File: src/rtl/mtimer_pkg.sv
// mtimer_pkg: register offsets, CTRL bit positions and byte-strobe merge for mtimer_responder
package mtimer_pkg;

    localparam logic [2:0] MTIME_LO_OFF    = 3'd0;
    localparam logic [2:0] MTIME_HI_OFF    = 3'd1;
    localparam logic [2:0] MTIMECMP_LO_OFF = 3'd2;
    localparam logic [2:0] MTIMECMP_HI_OFF = 3'd3;
    localparam logic [2:0] CTRL_OFF        = 3'd4;

    localparam int CTRL_EN_BIT  = 0;
    localparam int CTRL_PSC_LSB = 8;
    localparam int CTRL_PSC_MSB = 15;

    function automatic logic [31:0] apply_wsel(input logic [31:0] old, input logic [31:0] wdata,
                                               input logic [3:0] wsel);
        logic [31:0] res;
        for (int i = 0; i < 4; i++)
            res[8*i +: 8] = wsel[i] ? wdata[8*i +: 8] : old[8*i +: 8];
        return res;
    endfunction

endpackage

File: src/rtl/mtimer_responder.sv
// mtimer_responder: memory-mapped 64-bit mtime/mtimecmp timer driving the core timer interrupt.
// MTIMER_PRESCALER_EN adds CTRL.PSC and an 8-bit prescale counter.
module mtimer_responder
    import mtimer_pkg::*;
#(
    parameter logic [63:0] MTIMECMP_RST = 64'hFFFF_FFFF_FFFF_FFFF,
    parameter logic        CTRL_RST_EN  = 1'b1
) (
    input  logic        clk_i,
    input  logic        rst_i,
    input  logic        ena_i,
    input  logic [31:0] addr_i,
    input  logic        read_i,
    output logic [31:0] rdata_o,
    input  logic [3:0]  wsel_byte_i,
    input  logic [31:0] wdata_i,
    output logic        irq_timer_o
);

    logic [63:0] mtime, mtimecmp;
    logic        ctrl_en;
    logic [2:0]  off;
    logic        wr, rd, tick;
    logic [31:0] ctrl_word, rd_word;
    logic        unused_addr;

    assign off         = addr_i[4:2];
    assign wr          = ena_i && |wsel_byte_i;
    assign rd          = ena_i && read_i;
    assign unused_addr = ^{addr_i[31:5], addr_i[1:0]};

`ifdef MTIMER_PRESCALER_EN
    logic [7:0] psc, psc_cnt;
    assign tick      = ctrl_en && psc_cnt == psc;
    assign ctrl_word = {16'h0, psc, 7'h0, ctrl_en};
`else
    assign tick      = ctrl_en;
    assign ctrl_word = {31'h0, ctrl_en};
`endif

    assign rd_word = off == MTIME_LO_OFF    ? mtime[31:0]     :
                     off == MTIME_HI_OFF    ? mtime[63:32]    :
                     off == MTIMECMP_LO_OFF ? mtimecmp[31:0]  :
                     off == MTIMECMP_HI_OFF ? mtimecmp[63:32] :
                     off == CTRL_OFF        ? ctrl_word       : 32'h0;

    always_ff @(posedge clk_i or posedge rst_i) begin
        if (rst_i) begin
            mtime       <= 64'h0;
            mtimecmp    <= MTIMECMP_RST;
            ctrl_en     <= CTRL_RST_EN;
            rdata_o     <= 32'h0;
            irq_timer_o <= 1'b0;
`ifdef MTIMER_PRESCALER_EN
            psc         <= 8'h0;
            psc_cnt     <= 8'h0;
`endif
        end else begin
            if (rd)
                rdata_o <= rd_word;
            irq_timer_o <= mtime >= mtimecmp;
            // a software write to either mtime word wins over this cycle's increment
            if (wr && off == MTIME_LO_OFF)
                mtime[31:0] <= apply_wsel(mtime[31:0], wdata_i, wsel_byte_i);
            else if (wr && off == MTIME_HI_OFF)
                mtime[63:32] <= apply_wsel(mtime[63:32], wdata_i, wsel_byte_i);
            else if (tick)
                mtime <= mtime + 64'd1;
            if (wr && off == MTIMECMP_LO_OFF)
                mtimecmp[31:0] <= apply_wsel(mtimecmp[31:0], wdata_i, wsel_byte_i);
            if (wr && off == MTIMECMP_HI_OFF)
                mtimecmp[63:32] <= apply_wsel(mtimecmp[63:32], wdata_i, wsel_byte_i);
            if (wr && off == CTRL_OFF && wsel_byte_i[0])
                ctrl_en <= wdata_i[CTRL_EN_BIT];
`ifdef MTIMER_PRESCALER_EN
            if (wr && off == CTRL_OFF && wsel_byte_i[1])
                psc <= wdata_i[CTRL_PSC_MSB:CTRL_PSC_LSB];
            psc_cnt <= (wr && off == CTRL_OFF) || tick ? 8'h0 : ctrl_en ? psc_cnt + 8'd1 : psc_cnt;
`endif
        end
    end

endmodule
File: config.mk
export PLATFORM = sky130hd
export DESIGN_NAME = mtimer_responder
export DESIGN_NICKNAME = d
export VERILOG_FILES = /design/src/rtl/mtimer_pkg.sv /design/src/rtl/mtimer_responder.sv
export SDC_FILE = /design/constraint.sdc
export NUM_CORES = 1
export LEC_CHECK = 0
export CAP_MARGIN = 15
export CORE_UTILIZATION = 54
export DETAILED_ROUTE_END_ITERATION = 10
export GPL_TIMING_DRIVEN = 1
export PLACE_DENSITY = 0.76
export SLEW_MARGIN = 10
export SYNTH_ARGS = -nofsm -noshare
export SYNTH_HDL_FRONTEND = slang
export SYNTH_SLANG_ARGS = --single-unit
File: constraint.sdc
create_clock -name clk_i -period 6.25 [get_ports clk_i]
set_input_delay 0.9375 -clock clk_i [delete_from_list [all_inputs] [get_ports clk_i]]
set_output_delay 0.9375 -clock clk_i [all_outputs]
set_load 0.01 [all_outputs]
* Word level (Yosys, flattened, before mapping)
Index checks and enable logic that the tools add are counted.
Word-level totals: bits in registers 162, bits in latches 0, memory bits (writable) 0, ROM bits 0, input bits 72, output and inout bits 33, word-level logic and storage cells 76, memories 0
Cells by class: add/sub/neg operators 1, $mul 0, div/mod/pow operators 0, order comparisons 1, eq/ne operators 13, shift-type cells 0, mux-type cells 13, bitwise logic cells 1, reduce and logical (&&, ||, !) cells 28
Operators by type and width (count):
- 32-bit 2-to-1 mux | 7
- 64-bit by 1-bit adder with 64-bit output (second input constant) | 1
- 64-bit greater-or-equal comparator | 1
- 64-bit 2-to-1 mux | 1
- 8-bit 2-to-1 mux | 4
- 3-bit AND reduction | 8
- 2-bit inequality test (second input constant) | 9
- 2-bit AND reduction | 8
- 1-bit logical AND | 8
- 3-bit by 2-bit equality test with 1-bit output (second input constant) | 2
- 2-bit nonzero test | 2
- 4-bit OR reduction | 1
- 3-bit by 1-bit equality test with 1-bit output (second input constant) | 1
- 3-bit equality test (second input constant) | 1
- 3-bit logical NOT | 1
- 1-bit 2-to-1 mux | 1
- 1-bit NOT | 1

* Depth between registers and ports, before layout
Gate-level depths: netlist of run 1.
word-level depth 6, depth in mapped cells 9, gate-level depth less buffers 8

* Worst setup path before layout of run 1
OpenSTA, ideal clock, no wires.
path kind input port to flip-flop, from in wsel_byte_i[1], to reg mtime[56], setup time 0.069 ns, data arrival time 2.584 ns, required time 6.181 ns, setup slack 3.597 ns, stages on the path 7, buffers on the path 1, cells stage by stage buf_2 nor4_4 o31a_4 a21o_2 nand3_2 or4_1 nand3_1
Between the ends: cells in the longest elaborated chain, start to end 5, elaborated cells on any way between the ends 9, classes of those cells eq/ne (1); mux (1); bitwise (1); reduce/logical (6)
RTL lines:
- from (decl) | RTL line mtimer_responder.sv:15 | input logic [3:0] wsel_byte_i,
- 4-bit OR reduction * | RTL line mtimer_responder.sv:28 | assign wr = ena_i && |wsel_byte_i;
- 1-bit logical AND * | RTL line mtimer_responder.sv:28
- 1-bit logical AND, on equally long branches | RTL line mtimer_responder.sv:65, mtimer_responder.sv:63
- 2-bit inequality test (no source line) (tied with other cells)
- 3-bit AND reduction (no source line)
- to (signal assigned) | RTL line mtimer_responder.sv:66 | mtime[63:32] <= apply_wsel(mtime[63:32], wdata_i, wsel_byte_i);
- to (signal assigned) | RTL line mtimer_responder.sv:68 | mtime <= mtime + 64'd1;
- to (decl) | RTL line mtimer_responder.sv:20 | logic [63:0] mtime, mtimecmp;
Mark *: on every way between the ends. The rest lies on a longest branch, timed or not. A chain may end at the register's enable or synchronous reset.

* Final worst setup path of run 1
from in addr_i[4], to reg mtime[8]
Between the ends: cells in the longest elaborated chain, start to end 4, elaborated cells on any way between the ends 9, classes of those cells eq/ne (3); mux (1); reduce/logical (5)
RTL lines:
- from (decl) | RTL line mtimer_responder.sv:12 | input logic [31:0] addr_i,
- 3-bit by 1-bit equality test with 1-bit output / 3-bit logical NOT (equally long branches) | RTL line mtimer_responder.sv:65, mtimer_responder.sv:63
- 1-bit logical AND, on equally long branches | RTL line mtimer_responder.sv:65, mtimer_responder.sv:63
- 2-bit inequality test (no source line) / 2-bit nonzero test (equally long branches)
- 3-bit AND reduction (no source line)
- to (signal assigned) | RTL line mtimer_responder.sv:64 | mtime[31:0] <= apply_wsel(mtime[31:0], wdata_i, wsel_byte_i);
- to (signal assigned) | RTL line mtimer_responder.sv:68
Several ways; a longest one is shown, not always the timed one.

==> out/qor.yml, run 1 <==
worst_hold_path:
  timing.hold.worst_path_depth: 2
  worst_hold_path.endpoint: "rdata_o[22]$_DFFE_PP0P_"
  min_path_type: "reg2reg"
  hold_start: "rdata_o[22]$_DFFE_PP0P_"
timing:
  grt_setup_unrepaired: "no"
  upper_clock_frequency_limit_mhz: 263
  tightest_slew_ns: 1.09
  slew_limit_fails: 0
  worst_setup_skew_after_layout_ns: 0.00920
  final-hold-violation-count: 0
  post-route-min-period_ns: 3.80
  final.setup.tns_ns: 0
  final_clock_period_utilization_by_the_worst_path_pct: 60.7
  max-slew-margin-rel_pct: 27.2
  setup_violations: 0
clock_network:
  cts.path.max_buffers: 2
  tritoncts: "yes"
  cts_num_sinks: 162
  cts_htree_levels: 4
  cts_root_buf: "sky130_fd_sc_hd__clkbuf_16"
  cts-hold-fix-buffers: 0
  postCtsSetupBuffers: 0
  path_clk_slew_ns: 0.06
  numCtsBuffers: 17
  post_cts_resized: 0
  clock_latency_ns: 0.43
grt:
  global_route_layer_with_the_greatest_usage: "met2"
  groute.layer.met1.usage_pct: 44.1
  grt_start_max_net_pins: 113
  antenna_found_initial: 0
  grtUsageMet3_pct: 6.65
  grtUsageMet2_pct: 49.8
  total_global_routing_overflow: 0
  vias_in_the_first_global_route: 8734
  grt_pass1_wl_um: 48900
  grt.total_usage_pct: 32.0
critical_path:
  setup.reg_to_reg.worst_slack_ns: 3.35
  worst_ep_arrival_time_ns: 4.12
  critPathLaunchType: "input pin"
  worst_ep_required_time_ns: 6.57
  timing.critical_path.fanout_max: 32
  crit-reg2reg-launch: "mtime[1]$_DFFE_PP0P_"
  r2r_cells: 7
  end_kind: "register"
  worst-setup-path-type: "in2reg"
  destination_of_the_worst_register_to_register_timing_path: "mtime[60]$_DFFE_PP0P_"
place:
  numPortBuffers: 75
  gpl.final_weighted_congestion: 0.957
  place_inst: 1443
  detailedPlacementHpwl_um: 21800
power_and_ir_drop:
  power_density_nw_per_um2: 364
  ir_worst_vdd_mv: 0.194
  leakagePower_nw: 4.99
die:
  die_w_um: 142
  count_of_pins_on_the_block_boundary: 105
  std_cell_rows: 50
  initial_core_utilization_pct: 55.7
  floorplan.core_area_sq_um: 18900
  die_height_um: 142
  dieArea_sq_um: 20000
logic_synthesis:
  synth_compound_gate_area_share_pct: 21.2
  post_synthesis_mux_area_share_pct: 9.03
  synthSimpleGateAreaFrac_pct: 17.7
  main_flop_type_after_synthesis: "sky130_fd_sc_hd__dfrtp_1"
  synth-seq-cells: 162
  number_of_flops_mapped_to_enable_cells_by_yosys: 0
  ys_top_cells_by_area: "sky130_fd_sc_hd__dfrtp_1, sky130_fd_sc_hd__dfstp_2, sky130_fd_sc_hd__ha_1, sky130_fd_sc_hd__mux2_2, sky130_fd_sc_hd__a21oi_1"
  yosysWarnings: 0
  mappedNetlistArea_sq_um: 10500
  postSynth.asyncResetShare_pct: 100
  synth.distinct_cells: 66
  mapped_nets: 1297
  post_synth_fa_ha_maj_area_fraction_pct: 7.73
  yosysTopAreaCell: "sky130_fd_sc_hd__dfrtp_1"
  synthXorXnorAreaFrac_pct: 0
  synth_top_cell_area_share_pct: 23.1
  ys_seq_area_share_pct: 39.3
  synth_top_family_by_area: "compound AO/OA/AOI/OAI gates"
  synthesis.instances: 1160
  postSynthAreaPerCell_sq_um: 9.07
cells_and_area:
  insertedDiodeCount: 0
  fin_cells: 1475
  post_synthesis_to_final_layout_area_growth_pct: 14.5
  fin_nets: 1339
  drive_gt1_share_pct: 17.4
drt:
  drt-initial-drc-count: 1135
  wl_cell_um: 21.2
  drt.antenna.violating_nets: 0
  drc_violation_count_after_routing: 0
  vias_per_cell: 6.48
  drt_pre_antenna_iters: 6
  vias: 9552
  wirelength_um: 31300
status:
  status: "completed"
job:
  max-cap-violations: 0
cells by family after synthesis:
group | Yosys count
flip-flops | 162
multiplexers | 78
adder cells (fa/ha/maj) | 65
buffers and inverters | 132
AO/OA/AOI/OAI | 359
AND/OR/NAND/NOR | 364
flip-flops by register name, indices dropped and copies added, names as in the netlist:
register	count
mtime	64
mtimecmp	64
rdata_o	32
ctrl_en	1
irq_timer_o	1
per-stage QoR:
step	hold slack (ns)	utilization (%)	power, mW	cell area [sq um]	setup WS (ns)
after floorplan	0.498	-	2.70	10500	1.04
after global placement	0.460	60.4	3.17	11400	2.20
after detailed placement	0.469	60.4	3.23	11400	2.11
after CTS	0.484	63.7	4.35	12000	2.54
after global routing	0.494	63.7	4.64	12000	2.30
final	0.476	63.7	4.38	12000	2.45
Yosys cell counts, drive strengths merged, types with 3 or more instances:
cell type and count:
nand2 124, a21oi 122, dfrtp 97, o21ai 87
nor2 77, inv 70, dfstp 65, ha 65
mux2 65, nand3 55, clkbuf 33, buf 29
nand4 24, o22a 24, a22oi 22, a31oi 21
nor3 16, and3 15, a21o 14, o22ai 14
and2 11, and4 11, nor4 11, a22o 9
a2bb2oi 8, o31ai 8, mux4 7, mux2i 6
o21a 5, nand2b 4, o211ai 4, or3 4
a41oi 3, nor2b 3, o31a 3, or4 3
worst max-delay path: stages:
cell and delay [ns]:
sky130_fd_sc_hd__clkdlybuf4s50_1 0.41, sky130_fd_sc_hd__buf_4 0.27, sky130_fd_sc_hd__nand2b_1 0.39, sky130_fd_sc_hd__nor4_2 0.29
sky130_fd_sc_hd__buf_4 0.39, sky130_fd_sc_hd__a21boi_1 0.23, sky130_fd_sc_hd__nor2_1 0.69, sky130_fd_sc_hd__o21ai_0 0.21
sky130_fd_sc_hd__a22o_1 0.27
final cells by class:
cell class	instances	area, sq um
clock buffer	25	527
clock inverter	7	95.1
fill	1657	6850
inverter	70	268
multi-input combinational	866	5880
sequential	162	4140
tap	260	325
timing repair buffer	85	816
worst max-delay path by stage:
stage               cells after the start               endpoint       from  slack, ns
finish                                  9   mtime[8]$_DFFE_PP0P_  addr_i[4]       2.45
global route                            9   mtime[8]$_DFFE_PP0P_  addr_i[4]       2.30
CTS                                     9  mtime[12]$_DFFE_PP0P_  addr_i[4]       2.54
detailed placement                      9   mtime[8]$_DFFE_PP0P_  addr_i[4]       2.11
global placement                        9   mtime[8]$_DFFE_PP0P_  addr_i[4]       2.20
floorplan                               1  irq_timer_o$_DFF_PP0_      rst_i       1.04
placed cells by master (no fill, tap or decap), drive strengths merged, types with 4 or more instances in the layout:
master	count
nand2	124
a21oi	122
dfrtp	97
o21ai	87
nor2	77
clkdlybuf4s50	73
inv	70
mux2	65
ha	65
dfstp	65
nand3	55
clkbuf	25
o22a	24
nand4	24
a22oi	22
a31oi	21
nor3	16
and3	15
o22ai	14
a21o	14
buf	12
and4	11
and2	11
nor4	11
a22o	9
a2bb2oi	8
o31ai	8
mux4	7
mux2i	6
o21a	5
nand2b	4
o211ai	4
clkinvlp	4
or3	4
per-layer routing:
layer	wire length (um)	up-vias
li1	-	4359
met1	13100	4633
met2	14300	485
met3	3020	75
met4	968	0
met5	0	-
report_power, final:
group | total, mW | internal, mW | switching [mW]
logic | 1.45 | 0.667 | 0.784
clock network | 1.10 | 0.666 | 0.439
registers | 1.82 | 1.42 | 0.400
(Power assumes the default switching activity.)
==> run 2: changes to the inputs <==
Settings changed: CORE_UTILIZATION 54 to 53, PLACE_DENSITY 0.76 to 0.78.
Clock period 6.25 ns to 3.1 ns, I/O delays scaled along.
==> run 2 against run 1 <==
Register-to-register slack worse by 2.8 ns. Clock skew about the same. Cell count rose by 3.4%. Hold slack hardly changed. Total power up 100%. Cell area grew 3.2%. Routed wire length rose by 2.7%. Via count increased by 2.1%. Sequential share of layout area decreased by 1.1 points. Critical path type is now reg2reg. Largest cell class unchanged.
==> out/qor.yml, run 2 (synthesis results as in run 1) <==
die:
  die_w_um: 143  # was 142 um
  std_cell_rows: 51  # was 50
  dieArea_sq_um: 20400  # was 20000 sq um
  floorplan.core_area_sq_um: 19500  # was 18900 sq um
  count_of_pins_on_the_block_boundary: 105  # unchanged
  die_height_um: 143  # was 142 um
  initial_core_utilization_pct: 54.0  # was 55.7%
clock_network:
  post_cts_resized: 0  # unchanged
  cts-hold-fix-buffers: 0  # unchanged
  cts.path.max_buffers: 2  # unchanged
  tritoncts: "yes"  # unchanged
  cts_htree_levels: 4  # unchanged
  postCtsSetupBuffers: 0  # unchanged
  clock_latency_ns: 0.44  # was 0.43 ns
  numCtsBuffers: 17  # unchanged
  path_clk_slew_ns: 0.06  # about the same
  cts_num_sinks: 162  # unchanged
  cts_root_buf: "sky130_fd_sc_hd__clkbuf_16"  # unchanged
place:
  detailedPlacementHpwl_um: 23500  # was 21800 um
  numPortBuffers: 75  # unchanged
  gpl.final_weighted_congestion: 0.960  # was 0.957
  placed_area_sq_um: 11800  # was 11400 sq um
timing:
  post-route-min-period_ns: 2.60
  final_clock_period_utilization_by_the_worst_path_pct: 83.8
  upper_clock_frequency_limit_mhz: 385
  max-slew-margin-rel_pct: 35.1  # was 27.2%
  final.setup.tns_ns: 0  # unchanged
  slew_limit_fails: 0  # unchanged
  setup_violations: 0  # unchanged
  grt_setup_unrepaired: "no"  # unchanged
  tightest_slew_ns: 0.972  # was 1.09 ns
  worst_setup_skew_after_layout_ns: 0.00932  # was 0.00920 ns
  final-hold-violation-count: 0  # unchanged
cells_and_area:
  drive_gt1_share_pct: 20.4  # was 17.4%
  layout.core_utilization_pct: 63.9  # was 63.7%
  area_of_the_multi_input_gates_sq_um: 5880  # unchanged
  layout_top_registers: "mtime: 64 flops, mtimecmp: 64 flops, rdata_o: 32 flops"  # unchanged
  mostFrequentLayoutCells: "sky130_fd_sc_hd__nand2_1, sky130_fd_sc_hd__a21oi_1, sky130_fd_sc_hd__dfrtp_1"  # unchanged
  insertedDiodeCount: 0  # unchanged
  ff_latch_area_sq_um: 4140  # unchanged
  fillers: 1610  # was 1657
  final_common_cell: "sky130_fd_sc_hd__nand2_1"  # unchanged
  stdcell_area_sq_um: 12400  # was 12000 sq um
  post_synthesis_to_final_layout_area_growth_pct: 18.2  # was 14.5%
  fin_nets: 1384  # was 1339
critical_path:
  critPathBufInv: 0  # was 3
  timing.critical_path.fanout_max: 12  # was 32
  timing.critical_path.depth: 6  # was 9
  slowest_delay_ns: 0.60  # was 0.69 ns
  worst_ep_arrival_time_ns: 2.96  # was 4.12 ns
  r2r_cells: 6  # was 7
  end_kind: "register"  # unchanged
  largest_delay_contributor_family_on_the_critical_path: "simple AND/OR/NAND/NOR gates"  # unchanged
  worst-setup-path-type: "reg2reg"  # was in2reg
  critPathLaunchType: "register"  # was input pin
  worst_ep_required_time_ns: 3.46  # was 6.57 ns
  cp_max_delay_cell: "sky130_fd_sc_hd__or4_1"  # was sky130_fd_sc_hd__nor2_1
  cp_cell_sequence: "and4_1 -> and3_1 -> nand4_2 -> or4_1 -> a21oi_1 -> a2bb2oi_1"  # was clkdlybuf4s50_1 -> buf_4 -> nand2b_1 -> nor4_2 -> buf_4 -> a21boi_1 -> nor2_1 -> o21ai_0 -> a22o_1
job:
  max-cap-violations: 0  # unchanged
drt:
  drt_pre_antenna_iters: 6  # unchanged
  vias: 9750  # was 9552
  vias_per_cell: 6.39  # was 6.48
  drc_violation_count_after_routing: 0  # unchanged
  wirelength_um: 32200  # was 31300 um
  drt.antenna.violating_nets: 0  # unchanged
  drt-initial-drc-count: 1170  # was 1135
  wl_cell_um: 21.1  # was 21.2 um
power_and_ir_drop:
  leakagePower_nw: 5.23  # was 4.99 nW
  p_total_mw: 8.93  # was 4.38 mW
  ir_worst_vdd_mv: 0.387  # was 0.194 mV
  power_density_nw_per_um2: 719  # was 364 nW/um^2
worst_hold_path:
  timing.hold.worst_path_depth: 2  # unchanged
  min_path_type: "reg2reg"  # unchanged
grt:
  antenna_found_initial: 0  # unchanged
  grt_pass1_wl_um: 51200  # was 48900 um
  total_global_routing_overflow: 0  # unchanged
  grt.total_usage_pct: 33.2  # was 32.0%
  vias_in_the_first_global_route: 9325  # was 8734
  grt_start_max_net_pins: 38  # was 113
status:
  status: "completed"  # unchanged
-- run 2: final cells by class --
type	instances	share of cell area, %
tap	265	2.67
timing repair buffer	130	9.78
inverter	70	2.14
sequential	162	33.3
clock buffer	22	3.81
multi-input combinational	866	47.3
clock inverter	10	1.07
-- run 2: worst min-delay path, delay by kind of cell, from the launching register on --
kind             cells  cell delay [ns]
AO/OA/AOI/OAI        1             0.06
AND/OR/NAND/NOR      1             0.04
flip-flops           1             0.34
-- run 2: power by group --
part	switching [mW]	internal, mW	leakage (nW)	total (mW)
Clock	0.880	1.33	0.292	2.21
Combinational	1.66	1.43	3.05	3.09
Sequential	0.772	2.87	1.89	3.64
Total	3.31	5.63	5.23	8.93
-- run 2: per-layer routing --
metal  GRT usage (%)  wire length, um  vias to the layer above
li1                -                -                     4446
met5               0                0                        -
met4            16.6             1400                        0
met1            44.3            13200                     4688
met3            6.54             3000                       97
met2            51.5            14600                      519
-- run 2: worst paths after layout --
path	end	slack, ns	from
max in group asynchronous	mtimecmp[47]$_DFFE_PP1P_	1.71	rst_i
worst max-delay path	mtime[43]$_DFFE_PP0P_	0.50	mtime[2]$_DFFE_PP0P_
min in group asynchronous	rdata_o[21]$_DFFE_PP0P_	0.60	rst_i
worst min-delay path	rdata_o[24]$_DFFE_PP0P_	0.48	rdata_o[24]$_DFFE_PP0P_
worst min register to register	rdata_o[24]$_DFFE_PP0P_	0.48	rdata_o[24]$_DFFE_PP0P_
worst max register to register	mtime[43]$_DFFE_PP0P_	0.50	mtime[2]$_DFFE_PP0P_
-- run 2: through the flow --
step                hold WS, ns  cells  setup WS [ns]
floorplan                 0.498   1160          0.631
global placement          0.462   1493          0.240
detailed placement        0.470   1493          0.153
CTS                       0.484   1525          0.568
global route              0.505   1525          0.310
finish                    0.476   1525          0.502
